[src/rtl/wb_arbiter_2m.sv]
// Two-master, one-slave Wishbone arbiter: M0 (data access) and M1 (instruction fetch)
// share one slave bus. The owner keeps the grant for its whole cycle, and an optional watchdog aborts hung transfers.
module wb_arbiter_2m #(
  parameter int unsigned ADDR_WIDTH     = 32,
  parameter int unsigned DATA_WIDTH     = 32,
  parameter int unsigned RR_MODE        = 0,
  parameter int unsigned TIMEOUT_CYCLES = 0
) (
  input  logic                    clk,
  input  logic                    reset_n,

  input  logic                    m0_cyc_i,
  input  logic                    m0_stb_i,
  input  logic                    m0_we_i,
  input  logic [ADDR_WIDTH-1:0]   m0_adr_i,
  input  logic [DATA_WIDTH-1:0]   m0_dat_i,
  input  logic [DATA_WIDTH/8-1:0] m0_sel_i,
  output logic                    m0_ack_o,
  output logic                    m0_err_o,
  output logic [DATA_WIDTH-1:0]   m0_dat_o,

  input  logic                    m1_cyc_i,
  input  logic                    m1_stb_i,
  input  logic                    m1_we_i,
  input  logic [ADDR_WIDTH-1:0]   m1_adr_i,
  input  logic [DATA_WIDTH-1:0]   m1_dat_i,
  input  logic [DATA_WIDTH/8-1:0] m1_sel_i,
  output logic                    m1_ack_o,
  output logic                    m1_err_o,
  output logic [DATA_WIDTH-1:0]   m1_dat_o,

  output logic                    s_cyc_o,
  output logic                    s_stb_o,
  output logic                    s_we_o,
  output logic [ADDR_WIDTH-1:0]   s_adr_o,
  output logic [DATA_WIDTH-1:0]   s_dat_o,
  output logic [DATA_WIDTH/8-1:0] s_sel_o,
  input  logic                    s_ack_i,
  input  logic [DATA_WIDTH-1:0]   s_dat_i,

  output logic [1:0]              grant_o
);

  localparam bit          TIMEOUT_EN    = (TIMEOUT_CYCLES != 0);
  localparam bit          RR_EN         = (RR_MODE != 0);
  localparam logic [15:0] TIMEOUT_LIMIT = 16'(TIMEOUT_CYCLES);

  typedef enum logic [1:0] {IDLE, GNT0, GNT1, TOUT} state_t;

  state_t      state_q, state_d;
  logic        last_q, last_d;     // master granted most recently: 0 = M0, 1 = M1
  logic [15:0] cnt_q, cnt_d;
  logic [1:0]  grant_q, grant_d;
  logic [1:0]  err_q, err_d;       // one-hot owner of the aborted cycle while in TOUT

  logic own_cyc, own_stb;

  assign own_cyc = (state_q == GNT1) ? m1_cyc_i : m0_cyc_i;
  assign own_stb = (state_q == GNT1) ? m1_stb_i : m0_stb_i;

  always_comb begin
    state_d = state_q;
    last_d  = last_q;
    cnt_d   = cnt_q;
    err_d   = 2'b00;
    case (state_q)
      IDLE: begin
        cnt_d = '0;
        if (m0_cyc_i && m1_cyc_i) begin
          state_d = (RR_EN && !last_q) ? GNT1 : GNT0;
        end else if (m0_cyc_i) begin
          state_d = GNT0;
        end else if (m1_cyc_i) begin
          state_d = GNT1;
        end
      end
      GNT0, GNT1: begin
        if (!own_cyc) begin
          state_d = IDLE;
          last_d  = (state_q == GNT1);
          cnt_d   = '0;
        end else if (TIMEOUT_EN && own_stb && !s_ack_i && (cnt_q + 16'd1 == TIMEOUT_LIMIT)) begin
          state_d = TOUT;
          err_d   = (state_q == GNT1) ? 2'b10 : 2'b01;
          cnt_d   = '0;
        end else if (!TIMEOUT_EN || !own_stb || s_ack_i) begin
          cnt_d = '0;
        end else begin
          cnt_d = cnt_q + 16'd1;
        end
      end
      TOUT: begin
        state_d = IDLE;
        last_d  = err_q[1];
        cnt_d   = '0;
      end
      default: state_d = IDLE;
    endcase

    case (state_d)
      GNT0:    grant_d = 2'b01;
      GNT1:    grant_d = 2'b10;
      default: grant_d = 2'b00;
    endcase
  end

  always_ff @(posedge clk or negedge reset_n) begin
    if (!reset_n) begin
      state_q <= IDLE;
      last_q  <= 1'b1;
      cnt_q   <= '0;
      grant_q <= 2'b00;
      err_q   <= 2'b00;
    end else begin
      state_q <= state_d;
      last_q  <= last_d;
      cnt_q   <= cnt_d;
      grant_q <= grant_d;
      err_q   <= err_d;
    end
  end

  // Bus mux is combinational off the registered state so acks add no latency.
  always_comb begin
    s_cyc_o  = 1'b0;
    s_stb_o  = 1'b0;
    s_we_o   = 1'b0;
    s_adr_o  = '0;
    s_dat_o  = '0;
    s_sel_o  = '0;
    m0_ack_o = 1'b0;
    m1_ack_o = 1'b0;
    case (state_q)
      GNT0: begin
        s_cyc_o  = m0_cyc_i;
        s_stb_o  = m0_stb_i;
        s_we_o   = m0_we_i;
        s_adr_o  = m0_adr_i;
        s_dat_o  = m0_dat_i;
        s_sel_o  = m0_sel_i;
        m0_ack_o = s_ack_i;
      end
      GNT1: begin
        s_cyc_o  = m1_cyc_i;
        s_stb_o  = m1_stb_i;
        s_we_o   = m1_we_i;
        s_adr_o  = m1_adr_i;
        s_dat_o  = m1_dat_i;
        s_sel_o  = m1_sel_i;
        m1_ack_o = s_ack_i;
      end
      default: ;
    endcase
  end

  assign m0_dat_o = s_dat_i;
  assign m1_dat_o = s_dat_i;
  assign m0_err_o = err_q[0];
  assign m1_err_o = err_q[1];
  assign grant_o  = grant_q;

endmodule

[config.mk]
export PLATFORM = sky130hd
export DESIGN_NAME = wb_arbiter_2m
export DESIGN_NICKNAME = d
export VERILOG_FILES = /design/src/rtl/wb_arbiter_2m.sv
export SDC_FILE = /design/constraint.sdc
export NUM_CORES = 1
export LEC_CHECK = 0
export BUFFER_PORTS_ARGS = -buffer_cell sky130_fd_sc_hd__buf_4
export CAP_MARGIN = 10
export CORE_AREA = 2 2 122 124
export CTS_CLUSTER_DIAMETER = 60
export DETAILED_ROUTE_END_ITERATION = 10
export DIE_AREA = 0 0 124 126
export PLACE_DENSITY_LB_ADDON = 0.1
export SLEW_MARGIN = 10
export SYNTH_ARGS = -nofsm -noshare
export SYNTH_HDL_FRONTEND = slang
export SYNTH_SLANG_ARGS = --single-unit
[constraint.sdc]
create_clock -name clk -period 2.4 [get_ports clk]
set_input_delay 0.12 -clock clk [delete_from_list [all_inputs] [get_ports clk]]
set_output_delay 0.12 -clock clk [all_outputs]
set_load 0.005 [all_outputs]
# Yosys cells after proc, flatten, opt, wreduce, memory -nomap -nowiden
# Cells that the tools add are included.
# word_totals
reg_bits	4
elab_cells	25
# classes
n_reduce_logical	3
n_mux	15
n_eq_ne	5
# op_table
operator	count
$pmux 32 s2	2
$mux 2	4
$pmux 4 s2	1
$eq 2x2->1 const B	3
$pmux 1 s2	3
$pmux 2 s3	1
$eq 2x1->1 const B	2
$pmux 2 s2	1
$mux 1	3
$logic_not 2->1	1
$reduce_or 2->1	1
$logic_and 1x1->1	1

# Depth between registers and ports, before layout
# depth
word_depth	6
mapped_depth	7

# Worst setup path before layout
# OpenSTA, ideal clock, no wires.
# synth_timing
path_kind	register to register
from	register state_q[0]
to	register grant_q[0] (netlist: grant_o[0])
setup_time_ns	0.128
period_less_slack_ns	1.474
path_slack_ns	0.926
t_arrival_ns	1.346
path_stages_with_launch	8
cell_sequence	dfrtp_1 > inv_1 > ha_1 > buf_4 > and4b_1 > a31oi_1 > o211ai_2 > nor2b_1
# synth_via
elab_chain_len	6
word_cells_on_any_way	14
classes_between	eq/ne (5); mux (7); reduce/logical (2)
# synth_rtl
element	line_no	rtl
start, declared	50	state_t state_q, state_d;
start signal, assigned	115	state_q <= state_d;
$eq 2x2->1 or $mux 2 (tied branches)	--	
$mux 1 or $mux 2 (tied branches)	58, 71	
$mux 2 (on tied branches)	78, 69	
$pmux 2 s3 *	66	case (state_q)
via state_d[0]	50	
$eq 2x2->1 or $eq 2x1->1 (tied branches)	100	case (state_d)
$pmux 2 s2 *	100	
via grant_d[0]	53	logic [1:0] grant_q, grant_d;
end signal, assigned	118	grant_q <= grant_d;
end, declared	53	
# The timed path passes the listed nets; every way through them passes the cells marked *.

# Final worst setup path
# layout_timing
from	register state_q[0]
to	output s_dat_o[6]
# layout_via
elab_chain_len	2
word_cells_on_any_way	3
classes_between	eq/ne (2); mux (1)
# layout_rtl
element	line_no	rtl
$eq 2x2->1 or $eq 2x1->1 (tied branches)	--	
$pmux 32 s2 *	133	case (state_q)
end, declared	36	output logic [DATA_WIDTH-1:0] s_dat_o,
# Every way passes the cells marked *; elsewhere a longest branch is shown, timed or not.

==> reports/results.txt <==
status = finished clean
ys flop type = dfrtp_1
Startpoint Class = flop
max-slew violation count = 0
Crit. Startpoint = state_q[0]
Max Cap Viol = 0
Hold Crit Start = m0_cyc_i
vias in the first global route = 2,478
Setup crit end kind = output pin
Post-synth ARST share = 100.0%
clock skew = 1.313 ps
Place WS = 764.7 ps
post-synthesis cell area = 1853 um^2
P&R area growth vs syn = 77.25%
initial antenna violation count = 0
top-count cell post-synth = nor2b_1
Fin Setup TNS = 0 ps
total grt overflow = 0
nets = 581
Req. time, crit path = 2280 ps
DR vias/cell = 3.955
top-area cell type share of the netlist area = 28.76%
CP Max Fanout = 34
total track usage = 9.540%
drt pass-1 iters = 4
Post-synth EDFFs = 0
largest net degree at the start of global routing = 54
synth top area cells = a22oi_1 29%, buf_4 28%, nor2b_1 25%, dfrtp_1 5.4%, buf_2 3.5%
register area = 100.1 um^2
Synth Warn # = 0
RSZ-0062 raised after global routing = no
r2r startpoint = state_q[0]
# DRC = 0
layout cells sized above 1 = 58.54%
Die Width = 124 um
CP arrival = 1730 ps
Max Buffers Root-to-Sink = 2
Post-DRT Antenna Nets = 0
Avg Inst Size Synth = 7.182 um^2
Yosys reg bits = 4
CTS tree = built
WS Path Type = flop to output pin
fmax = 0.5418 GHz
CTS sink count = 4
gpl congestion = 0.6847
routed wire length = 8046 um
hold_buf cts = 1
fin worst setup slack = 554.2 ps
DR vias = 2,302
R2R Setup Slk = 800 ps
Peak VDD IR = 382.0 uV
first-pass GRT wire length = 11,960 um
CTS buffer count = 3
root buf cell = clkbuf_16
Final Hold Violating Endpoints = 0
Cells after Synth = 258
Pwr per Cell Area = 848.8 nW/um^2
clock slew at reported path FFs = 30 ps
Worst-Skew Late Latency = 220 ps
port bufs = 219
Final Instance Count excl. Fillers = 582
Die Height = 126 um
CTS H-tree depth = 1
Final setup viols = 0
io pins = 318
Post-synth top cells = 74 x nor2b_1, 71 x a22oi_1, 68 x buf_4, 13 x buf_2, 9 x clkbuf_1
core footprint = 14,310 um^2
register area share after synthesis = 5.402%
DP Cell Count = 578
minimum clock period = 1846 ps
Filler Cell Count = 1,634
library cell with the largest summed area after synthesis = a22oi_1
Die ar. = 15,620 um^2
Synth cell types = 18
cts repair resizes = 0
leak pwr = 0.001543 uW
DR iter-0 viols = 46
initial core utilization = 12.95%
fin crit share = 76.91%
Post-CTS Setup Inserts = 0
Site Rows = 44
post-DR wirelength/cell = 13.82 um
HPWL after DPL = 6339 um
Multi-input gate area = 1144 um^2
worst hold-check path type = input pin to flop
n_diodes = 0
cells by family (layout without fill, tap and decap cells):
group	count (synthesis)	after routing	synth area share, %
fa+ha+maj	4	4	2.701
buf+inv	93	232	33.49
mux	1	1	0.5402
other cells	1	2	0.2024
flops	4	4	5.402
simple gates	80	80	26.94
compound gates	75	75	30.72
placed cells by master, fill, tap and decap left out:
master,synthesis,routed
o21ai_0,1,1
dlygate4sd3_1,0,1
clkbuf_16,0,3
buf_12,0,2
a22oi_1,71,71
ha_1,4,1
and4b_1,1,1
nand4_1,1,1
nor2b_1,74,74
conb_1,1,2
ha_2,0,3
o211ai_2,1,1
a31oi_1,1,1
and2_1,2,2
buf_4,68,223
dfrtp_1,4,4
mux2i_1,1,1
o31ai_2,1,1
nand2_1,2,2
inv_1,3,3
critical path, stage by stage, from the launching register on:
cell and delay, ps:
dfrtp_1 390, inv_1 100, ha_2 360, buf_4 320, nor2b_1 190, buf_4 130
state kept, by name, indices dropped and copies added (netlist names):
signal,cells
grant_o,2
state_q,2
final timing paths:
kind	to	cells past startpoint
min	state_q[0]	3
min reg2reg	state_q[1]	2
max	s_dat_o[6]	5
min in group asynchronous	grant_o[1]	2
max in group asynchronous	state_q[0]	2
max reg2reg	grant_o[0]	6
where the power goes:
part           total [uW]  internal, uW  switching [uW]
combinational        2420          1300            1110
sequential            115          94.2            20.4
clock                 257           213            44.6
per-stage QoR:
step                      power [uW]  cell area (um^2)  utilization (%)  hold WS [ps]
after floorplan                 1517              1857                -        -175.6
after global placement          2592              3199            22.35        -80.61
after detailed placement        2595              3199            22.35        -79.74
after CTS                       2864              3284            22.95         183.0
after global routing            3070              3284            22.95         211.8
final                           2788              3284            22.95         181.7
area by class of cell:
type	count	share of cell area [%]
Clock buffer	3	2.286
Inverter	3	0.3429
Multi-Input combinational cell	162	34.82
Sequential cell	4	3.048
Tap cell	184	7.010
Timing Repair Buffer	226	52.50
metal layers:
metal  wire, um  GRT usage, %  vias up
li1           -             -     1114
met1       2603         9.297     1030
met2       4433         19.33      125
met3        811         2.083       33
met4        197         2.908        0
met5          0             0        -
(Power assumes the default switching activity.)
